## config.mk

```make
export PLATFORM = sky130hd
export DESIGN_NAME = spi_regfile_ctrlr
export DESIGN_NICKNAME = d
export VERILOG_FILES = /design/src/rtl/spi_ctrl_pkg.sv /design/src/rtl/spi_reg_rdmux.sv /design/src/rtl/spi_regfile_ctrlr.sv
export SDC_FILE = /design/constraint.sdc
export NUM_CORES = 1
export LEC_CHECK = 0
export CAP_MARGIN = 15
export CORE_UTILIZATION = 45
export DETAILED_ROUTE_END_ITERATION = 8
export PLACE_DENSITY = 0.71
export SLEW_MARGIN = 20
export SYNTH_ARGS = -nofsm -noshare
export SYNTH_HDL_FRONTEND = slang
export SYNTH_SLANG_ARGS = --single-unit
```

## constraint.sdc

```tcl
create_clock -name clk -period 2.9 [get_ports clk]
set_input_delay 0.725 -clock clk [delete_from_list [all_inputs] [get_ports clk]]
set_output_delay 0.725 -clock clk [all_outputs]
set_load 0.05 [all_outputs]
```

## src/rtl/spi_ctrl_pkg.sv

```systemverilog
// Shared types and constants for the SPI register-file controller.
package spi_ctrl_pkg;

  typedef enum logic [1:0] {
    ST_CMD   = 2'd0,
    ST_READ  = 2'd1,
    ST_WRITE = 2'd2
  } state_t;

  // Command byte layout: {rw, inc, addr[5:0]}
  localparam int RW_BIT   = 7;
  localparam int INC_BIT  = 6;
  localparam int ADDR_MSB = 5;
  localparam int ADDR_W   = ADDR_MSB + 1;
  localparam int NSLOT    = 1 << ADDR_W;

  localparam logic [7:0] UNMAPPED_RD = 8'hFF;

endpackage

```

## src/rtl/spi_reg_rdmux.sv

```systemverilog
// Combinational read-data selector over the full 6-bit address space.
module spi_reg_rdmux
  import spi_ctrl_pkg::*;
#(
  parameter int SW_W  = 16,
  parameter int LED_W = 16
) (
  input  logic [ADDR_W-1:0] addr,
  input  logic [SW_W-1:0]   switches,
  input  logic [LED_W-1:0]  leds,
  input  logic [7:0]        chip_id,
  output logic [7:0]        rd_byte,
  output logic              unmapped
);

  localparam int NSW  = SW_W / 8;
  localparam int NLED = LED_W / 8;
  localparam int NREG = 1 + NSW + NLED;

  logic [7:0] map_s [NSLOT];

  // Every address slot gets a byte, so the final lookup needs no range guard
  for (genvar g = 0; g < NSLOT; g++) begin : g_map
    if (g == 0) begin : g_id
      assign map_s[g] = chip_id;
    end else if (g <= NSW) begin : g_sw
      assign map_s[g] = switches[8*(g-1) +: 8];
    end else if (g < NREG) begin : g_led
      assign map_s[g] = leds[8*(g-1-NSW) +: 8];
    end else begin : g_unm
      assign map_s[g] = UNMAPPED_RD;
    end
  end

  assign rd_byte  = map_s[addr];
  assign unmapped = (addr >= ADDR_W'(NREG));

endmodule

```

## src/rtl/spi_regfile_ctrlr.sv

```systemverilog
// SPI command decoder driving a small register file: chip ID, switch bytes, LED bytes.
module spi_regfile_ctrlr
  import spi_ctrl_pkg::*;
#(
  parameter logic [7:0] CHIP_ID = 8'h07,
  parameter int         SW_W    = 16,
  parameter int         LED_W   = 16
) (
  input  logic             clk,
  input  logic             rst,
  input  logic             xfer_active,
  input  logic             new_data,
  input  logic [7:0]       din,
  input  logic [SW_W-1:0]  switches,
  output logic [LED_W-1:0] leds,
  output logic [7:0]       dout,
  output logic             err
);

  localparam int NSW  = SW_W / 8;
  localparam int NLED = LED_W / 8;
  localparam int NREG = 1 + NSW + NLED;

  state_t              state_r, state_nxt_s;
  logic [ADDR_W-1:0]   addr_r, addr_nxt_s, addr_inc_s, rd_addr_s;
  logic                burst_r, burst_nxt_s;
  logic [LED_W-1:0]    leds_r;
  logic [7:0]          dout_r, dout_nxt_s, rd_byte_s;
  logic                err_r, err_nxt_s, rd_unmapped_s;
  logic                led_addr_s, wr_ok_s;
  logic [NLED-1:0]     led_we_s;

  assign addr_inc_s = (addr_r == ADDR_W'(NREG-1)) ? {ADDR_W{1'b0}} : addr_r + ADDR_W'(1);
  assign led_addr_s = (addr_r >= ADDR_W'(NSW+1)) && (addr_r < ADDR_W'(NREG));
  // A command byte reads at its own address; inside a burst the next address is read
  assign rd_addr_s  = (state_r == ST_CMD) ? din[ADDR_MSB:0] : addr_inc_s;

  spi_reg_rdmux #(.SW_W(SW_W), .LED_W(LED_W)) u_rdmux (
    .addr     (rd_addr_s),
    .switches (switches),
    .leds     (leds_r),
    .chip_id  (CHIP_ID),
    .rd_byte  (rd_byte_s),
    .unmapped (rd_unmapped_s)
  );

  for (genvar g = 0; g < NLED; g++) begin : g_we
    assign led_we_s[g] = wr_ok_s && (addr_r == ADDR_W'(NSW+1+g));
  end

  // State register
  always_ff @(posedge clk) begin
    if (rst) begin
      state_r <= ST_CMD;
    end else begin
      state_r <= state_nxt_s;
    end
  end

  // Next-state decode; a dropped chip select wins over a coincident byte
  always_comb begin
    state_nxt_s = state_r;
    if (!xfer_active) begin
      state_nxt_s = ST_CMD;
    end else if (new_data) begin
      case (state_r)
        ST_CMD:   state_nxt_s = din[RW_BIT] ? ST_READ : ST_WRITE;
        ST_READ:  state_nxt_s = burst_r ? ST_READ : ST_CMD;
        ST_WRITE: state_nxt_s = burst_r ? ST_WRITE : ST_CMD;
        default:  state_nxt_s = ST_CMD;
      endcase
    end else begin
      state_nxt_s = state_r;
    end
  end

  // Datapath next values: address, burst flag, readback byte, write enable, error
  always_comb begin
    addr_nxt_s  = addr_r;
    burst_nxt_s = burst_r;
    dout_nxt_s  = dout_r;
    err_nxt_s   = err_r;
    wr_ok_s     = 1'b0;
    if (!xfer_active) begin
      dout_nxt_s = 8'h00;
    end else if (new_data) begin
      case (state_r)
        ST_CMD: begin
          addr_nxt_s  = din[ADDR_MSB:0];
          burst_nxt_s = din[INC_BIT];
          if (din[RW_BIT]) begin
            dout_nxt_s = rd_byte_s;
            err_nxt_s  = err_r | rd_unmapped_s;
          end else begin
            dout_nxt_s = 8'h00;
          end
        end
        ST_READ: begin
          if (burst_r) begin
            addr_nxt_s = addr_inc_s;
            dout_nxt_s = rd_byte_s;
            err_nxt_s  = err_r | rd_unmapped_s;
          end else begin
            dout_nxt_s = 8'h00;
          end
        end
        ST_WRITE: begin
          wr_ok_s   = led_addr_s;
          err_nxt_s = err_r | !led_addr_s;
          if (burst_r) begin
            addr_nxt_s = addr_inc_s;
          end else begin
            addr_nxt_s = addr_r;
          end
        end
        default: dout_nxt_s = 8'h00;
      endcase
    end else begin
      dout_nxt_s = dout_r;
    end
  end

  // Datapath registers
  always_ff @(posedge clk) begin
    if (rst) begin
      addr_r  <= {ADDR_W{1'b0}};
      burst_r <= 1'b0;
      leds_r  <= {LED_W{1'b0}};
      dout_r  <= 8'h00;
      err_r   <= 1'b0;
    end else begin
      addr_r  <= addr_nxt_s;
      burst_r <= burst_nxt_s;
      dout_r  <= dout_nxt_s;
      err_r   <= err_nxt_s;
      for (int i = 0; i < NLED; i++) begin
        if (led_we_s[i]) leds_r[8*i +: 8] <= din;
      end
    end
  end

  assign leds = leds_r;
  assign dout = dout_r;
  assign err  = err_r;

endmodule
```

Word-level counts from Yosys, hierarchy flattened
Index checks and enable logic that the tools add are counted.

Add/subtract/negate cells: 1. Magnitude comparators: 4. Equality and inequality tests: 7. Muxes and demuxes: 20. Bitwise operators: 5. Reduce and logical (&&, ||, !) cells: 13.

Operators with widths (count): binary-select mux 8 bit (select 6 bit) (1); 2-to-1 mux 8 bit (4); case mux 8 bit (3 select lines) (1); 2-to-1 mux 6 bit (3); case mux 6 bit (2 select lines) (1); >= comparator 7 bit, second input constant (1); inverter 6 -> 7 bit (1); adder 6 x 1 -> 6 bit, second input constant (1); equality test 6 x 2 -> 1 bit, second input constant (1); equality test 6 x 3 -> 1 bit, second input constant (1); >= comparator 6 x 2 -> 1 bit, second input constant (1); >= comparator 6 x 3 -> 1 bit, second input constant (1); less-than comparator 6 x 3 -> 1 bit, second input constant (1); 2-to-1 mux 1 bit (6); case mux 2 bit (3 select lines) (1); AND reduction 5 bit (1); 2-to-1 mux 2 bit (2); inequality test 2 bit, second input constant (2); AND reduction 4 bit (1); OR reduction 2 bit (2); logical AND 1 bit (3); case mux 1 bit (3 select lines) (1); AND reduction 3 bit (1); nonzero test 3 bit (1); other kinds (9) (11).

Flip-flop bits (word level): 34. Bits of input ports: 28. Output and inout bits: 25. Word-level logic and storage cells: 57.

Depth between registers and ports, before layout
Word-level depth: 9. Depth in mapped cells: 10.

Modules after synthesis
Synthesis repeated with hierarchy kept, for this count alone.

Cells, all modules: 225. Area, all modules: 2067.0 um2.

By module, submodules not included: spi_regfile_ctrlr (instances 1, cells an instance 183, area each 1674.1 um2, sequential area each 680.7 um2); spi_reg_rdmux (instances 1, cells an instance 42, area each 392.9 um2, sequential area each 0.0 um2).

Least setup slack after synthesis
Ideal clock, no wire load.

Path kind: reg-to-reg. From: reg addr_r[0]. To: reg dout_r[3], in the netlist dout[3]. Setup time: 0.074 ns. Data arrival time: 2.272 ns. Data required time: 2.826 ns. Setup slack: 0.553 ns. Cell stages (with the launch flop): 9. Cells stage by stage: dfxtp_1 > inv_1 > ha_1 > or4b_4 > and3b_4 > o31a_4 > or2_4 > or2_0 > a31oi_1.

Cells in the longest elaborated chain, start to end: 9. Elaborated cells between the ends (all ways): 11. Classes of those cells: 1 x add/sub; 1 x eq/ne; 8 x mux; 1 x bitwise.

RTL lines: start, declared (RTL line spi_regfile_ctrlr.sv:25) `logic [ADDR_W-1:0] addr_r, addr_nxt_s, addr_inc_s, rd_addr_s;`; start signal, assigned (RTL line spi_regfile_ctrlr.sv:126) `addr_r <= {ADDR_W{1'b0}};`; start signal, assigned (RTL line spi_regfile_ctrlr.sv:132) `addr_r <= addr_nxt_s;`; adder 6 x 1 -> 6 bit or equality test 6 x 3 -> 1 bit (tied branches) (RTL line spi_regfile_ctrlr.sv:33) `assign addr_inc_s = (addr_r == ADDR_W'(NREG-1)) ? {ADDR_W{1'b0}} : addr_r + ADDR_W'(1);`; 2-to-1 mux 6 bit (*) (RTL line spi_regfile_ctrlr.sv:33); 2-to-1 mux 6 bit (*) (RTL line spi_regfile_ctrlr.sv:36) `assign rd_addr_s = (state_r == ST_CMD) ? din[ADDR_MSB:0] : addr_inc_s;`; inverter 6 -> 7 bit (not written as such) (*) (RTL line spi_reg_rdmux.sv:35) `assign rd_byte = map_s[addr];`; binary-select mux 8 bit (select 6 bit) (*) (RTL line spi_reg_rdmux.sv:35); 2-to-1 mux 8 bit (not written as such) (*) (2 in series) (RTL line spi_reg_rdmux.sv:35); 2-to-1 mux 8 bit, on equally long branches (RTL line spi_regfile_ctrlr.sv:99, spi_regfile_ctrlr.sv:91); case mux 8 bit (3 select lines) (*) (RTL line spi_regfile_ctrlr.sv:87) `case (state_r)`; end signal, assigned (RTL line spi_regfile_ctrlr.sv:134) `dout_r <= dout_nxt_s;`; end, declared (RTL line spi_regfile_ctrlr.sv:28) `logic [7:0] dout_r, dout_nxt_s, rd_byte_s;`.

Mark *: on every way between the ends. The rest lies on a longest branch, timed or not. The select of a mux whose other input is x is not followed. A chain may end at the register's enable or synchronous reset.

Worst setup path in the final report
From: reg addr_r[0]. To: reg dout_r[4], in the netlist dout[4].

The elaborated chain is that of the path after synthesis.

==> impl_metrics.json <==
{
  "clk_pin_slew_ns": 0.07,
  "syn_area_mm2": 0.00198,
  "tns_ns": 0,
  "drive_above_1_share": 0.0657,
  "coreArea_mm2": 0.00412,
  "cts.path.max_buffers": 2,
  "yosysWarnings": 0,
  "finalHoldViolations": 0,
  "hp-start": "err",
  "ys_types": 40,
  "post_cts_buffers": 0,
  "path_cells": "inv_1, ha_1, or4b_4, and3b_4, o31a_4, or2_4, or2_0, a31oi_1",
  "min_to": "err",
  "comb_power_share": 0.187,
  "final_common_cell": "clkdlybuf4s50_1",
  "drv_slew": 0,
  "wl_per_cell_um": 16.0,
  "numPortBuffers": 52,
  "cts_sinks": 34,
  "outcome": "finished, final reports clean",
  "clock_latency_ns": 0.29,
  "design_area_mm2": 0.00270,
  "postLayoutCoreUtil": 0.656,
  "max_slew.worst_pin.slew_ns": 0.585,
  "reg2reg_setup_slack_ns": 0.43,
  "dpl_cell_area_mm2": 0.00256,
  "drc_errors": 0,
  "r2r-end": "dout[4]",
  "rows": 23,
  "fin_nets": 322,
  "ys.flop_type": "dfxtp_1",
  "layout_common_cells": "52 x clkdlybuf4s50_1, 38 x nor2_1, 34 x dfxtp_1",
  "root_buffer": "clkbuf_8",
  "p_seq_frac": 0.382,
  "start_util": 0.482,
  "grt.total_usage": 0.259,
  "grt_max_degree": 21,
  "cts_resized": 0,
  "hpwl_mm": 3.99,
  "period_needed_ns": 2.47,
  "crit_path_max_incr_delay_ns": 0.48,
  "wl_mm": 5.44,
  "place_ws_ns": 0.363,
  "clock.fmax_mhz": 405,
  "synth_top_area_frac": 0.343,
  "switching_share": 0.258,
  "fin_hold_ws_ns": 0.486,
  "power_density_mw_per_mm2": 477,
  "synth_area_leaders": "dfxtp_1 34%, mux2i_1 16%, nor2_1 7.2%, ha_1 3.8%, nand2_1 3.8%",
  "grt_setup_unrepaired": "false",
  "cts_tree": "done",
  "arrival_ns": 2.69,
  "reg2reg_from": "addr_r[0]",
  "ff2ff_path_depth": 8,
  "min_path_cells": 2,
  "crit_fanout": 9,
  "crit_type": "flip-flop to flip-flop",
  "slew_headroom": 0.610,
  "overflow": 0,
  "dieArea_mm2": 0.00468,
  "antennaDiodeCount": 0,
  "cts_buffers": 5,
  "vias_per_cell": 5.76,
  "synth-seq-cells": 34,
  "cap_violations": 0,
  "yosysSeqAreaShare": 0.343,
  "antenna_found_initial": 0,
  "netlist_instances": 237,
  "synth-edff-count": 0,
  "cp-start-kind": "flip-flop",
  "drtAntennaViolNets": 0,
  "async_flop_share": 0,
  "finalClockSkew_ns": 0.00597,
  "setup_violations": 0,
  "critPathCaptureType": "flip-flop",
  "synth_area_per_cell_um2": 8.37,
  "gp_congestion": 0.945,
  "synth_fp_nets": 271,
  "vdd_ir_drop_max_mv": 0.352,
  "die_width_um": 68.4,
  "syn_to_final_growth_pct": 36.1,
  "die_h_um": 68.4,
  "first_pass_iters": 5,
  "worst_slack_ns": 0.429,
  "hold_buffers": 0,
  "num_vias": 1953,
  "grt_first_pass_wirelength_mm": 8.65,
  "htreeDepth": 2,
  "crit_required_ns": 3.12,
  "leakagePower_nw": 1.06,
  "synth.largest_area_cell": "dfxtp_1",
  "cp_slowest_cell": "or4b_4",
  "finalCritPeriodShare": 0.852,
  "grt_pass1_vias": 1782,
  "clock_power_share": 0.431,
  "io_pins": 53,
  "min_path_type": "flip-flop to flip-flop",
  "dr.first_iter.drc_count": 161,
  "internal_power_mw": 0.956,
  "p_switching_mw": 0.332
}
-- final cells by class --
type / instances / area [µm²]
inverter: 7 / 26.3
fill: 381 / 1410
timing repair buffer: 58 / 566
clock inverter: 2 / 60.1
sequential: 34 / 681
clock buffer: 6 / 82.6
multi-input combinational: 182 / 1220
tap: 50 / 62.6
-- sequential cells by signal, summed over array words and instances (netlist names) --
register  count
dout          8
addr_r        6
err           1
burst_r       1
state_r       2
leds         16
-- how the worst max path moves through the flow --
| stage | start | to | slack (ns) | cells past startpoint |
|---|---|---|---|---|
| 4_1_cts | addr_r[0] | dout[6] | 0.46 | 8 |
| 2_1_floorplan | addr_r[0] | dout[3] | 0.55 | 8 |
| 5_1_grt | addr_r[0] | dout[1] | 0.26 | 7 |
| 3_3_place_gp | new_data | leds[8] | 0.39 | 6 |
| 6_report | addr_r[0] | dout[4] | 0.43 | 8 |
| 3_5_place_dp | new_data | leds[10] | 0.36 | 6 |
-- critical path: cells and delay by family (launching register included) --
| family | cells | cell delay, ns |
|---|---|---|
| AND/OR/NAND/NOR | 4 | 1.20 |
| adder cells (fa/ha/maj) | 1 | 0.18 |
| flip-flops | 1 | 0.35 |
| buffers and inverters | 1 | 0.12 |
| AO/OA/AOI/OAI | 2 | 0.54 |
-- metal layers --
layer | up-vias | GRT usage | part of all wire
li1 | 963 | - | -
met1 | 912 | 0.334 | 0.44
met2 | 69 | 0.415 | 0.48
met3 | 9 | 0.0583 | 0.057
met4 | 0 | 0.0990 | 0.019
met5 | - | 0 | 0
-- power groups by stage --
| stage | Clock [mW] | Sequential, mW | Combinational [mW] |
|---|---|---|---|
| 3_3_place_gp | 0 | 0.502 | 0.238 |
| 6_report | 0.555 | 0.492 | 0.241 |
| 5_1_grt | 0.580 | 0.494 | 0.264 |
| 2_1_floorplan | 0 | 0.516 | 0.132 |
| 4_1_cts | 0.556 | 0.492 | 0.241 |
| 3_5_place_dp | 0 | 0.502 | 0.239 |
-- cells in the mapped netlist (2+ instances only) --
master / n
nor2_1: 38
dfxtp_1: 34
mux2i_1: 32
nand2_1: 20
a21oi_1: 10
clkbuf_1: 10
inv_1: 7
a21o_1: 6
a31oi_1: 6
ha_1: 6
nand3_1: 6
a222oi_1: 5
or2_0: 5
a221oi_1: 4
nor3_1: 4
or3_1: 4
a2111oi_0: 3
a211oi_1: 3
a32oi_1: 3
buf_1: 3
nand2b_1: 3
nor4_1: 3
o21ai_0: 3
and3_1: 2
nor2b_1: 2
-- per-stage QoR --
stage / cells / power [mW]
2_1_floorplan: 237 / 0.648
3_3_place_gp: 331 / 0.740
3_5_place_dp: 331 / 0.742
4_1_cts: 339 / 1.29
5_1_grt: 339 / 1.34
6_report: 339 / 1.29
-- cells by family (layout without fill, tap and decap cells) --
logic type	count (synthesis)	in the layout	synth area share
AO/OA/AOI/OAI	50	50	0.189
XOR/XNOR	2	2	0.00883
adder cells (fa/ha/maj)	6	6	0.0378
buffers and inverters	21	73	0.0404
flip-flops	34	34	0.343
multiplexers	32	32	0.161
AND/OR/NAND/NOR	92	92	0.219
No activity file was read; power rests on OpenSTA's default activity.
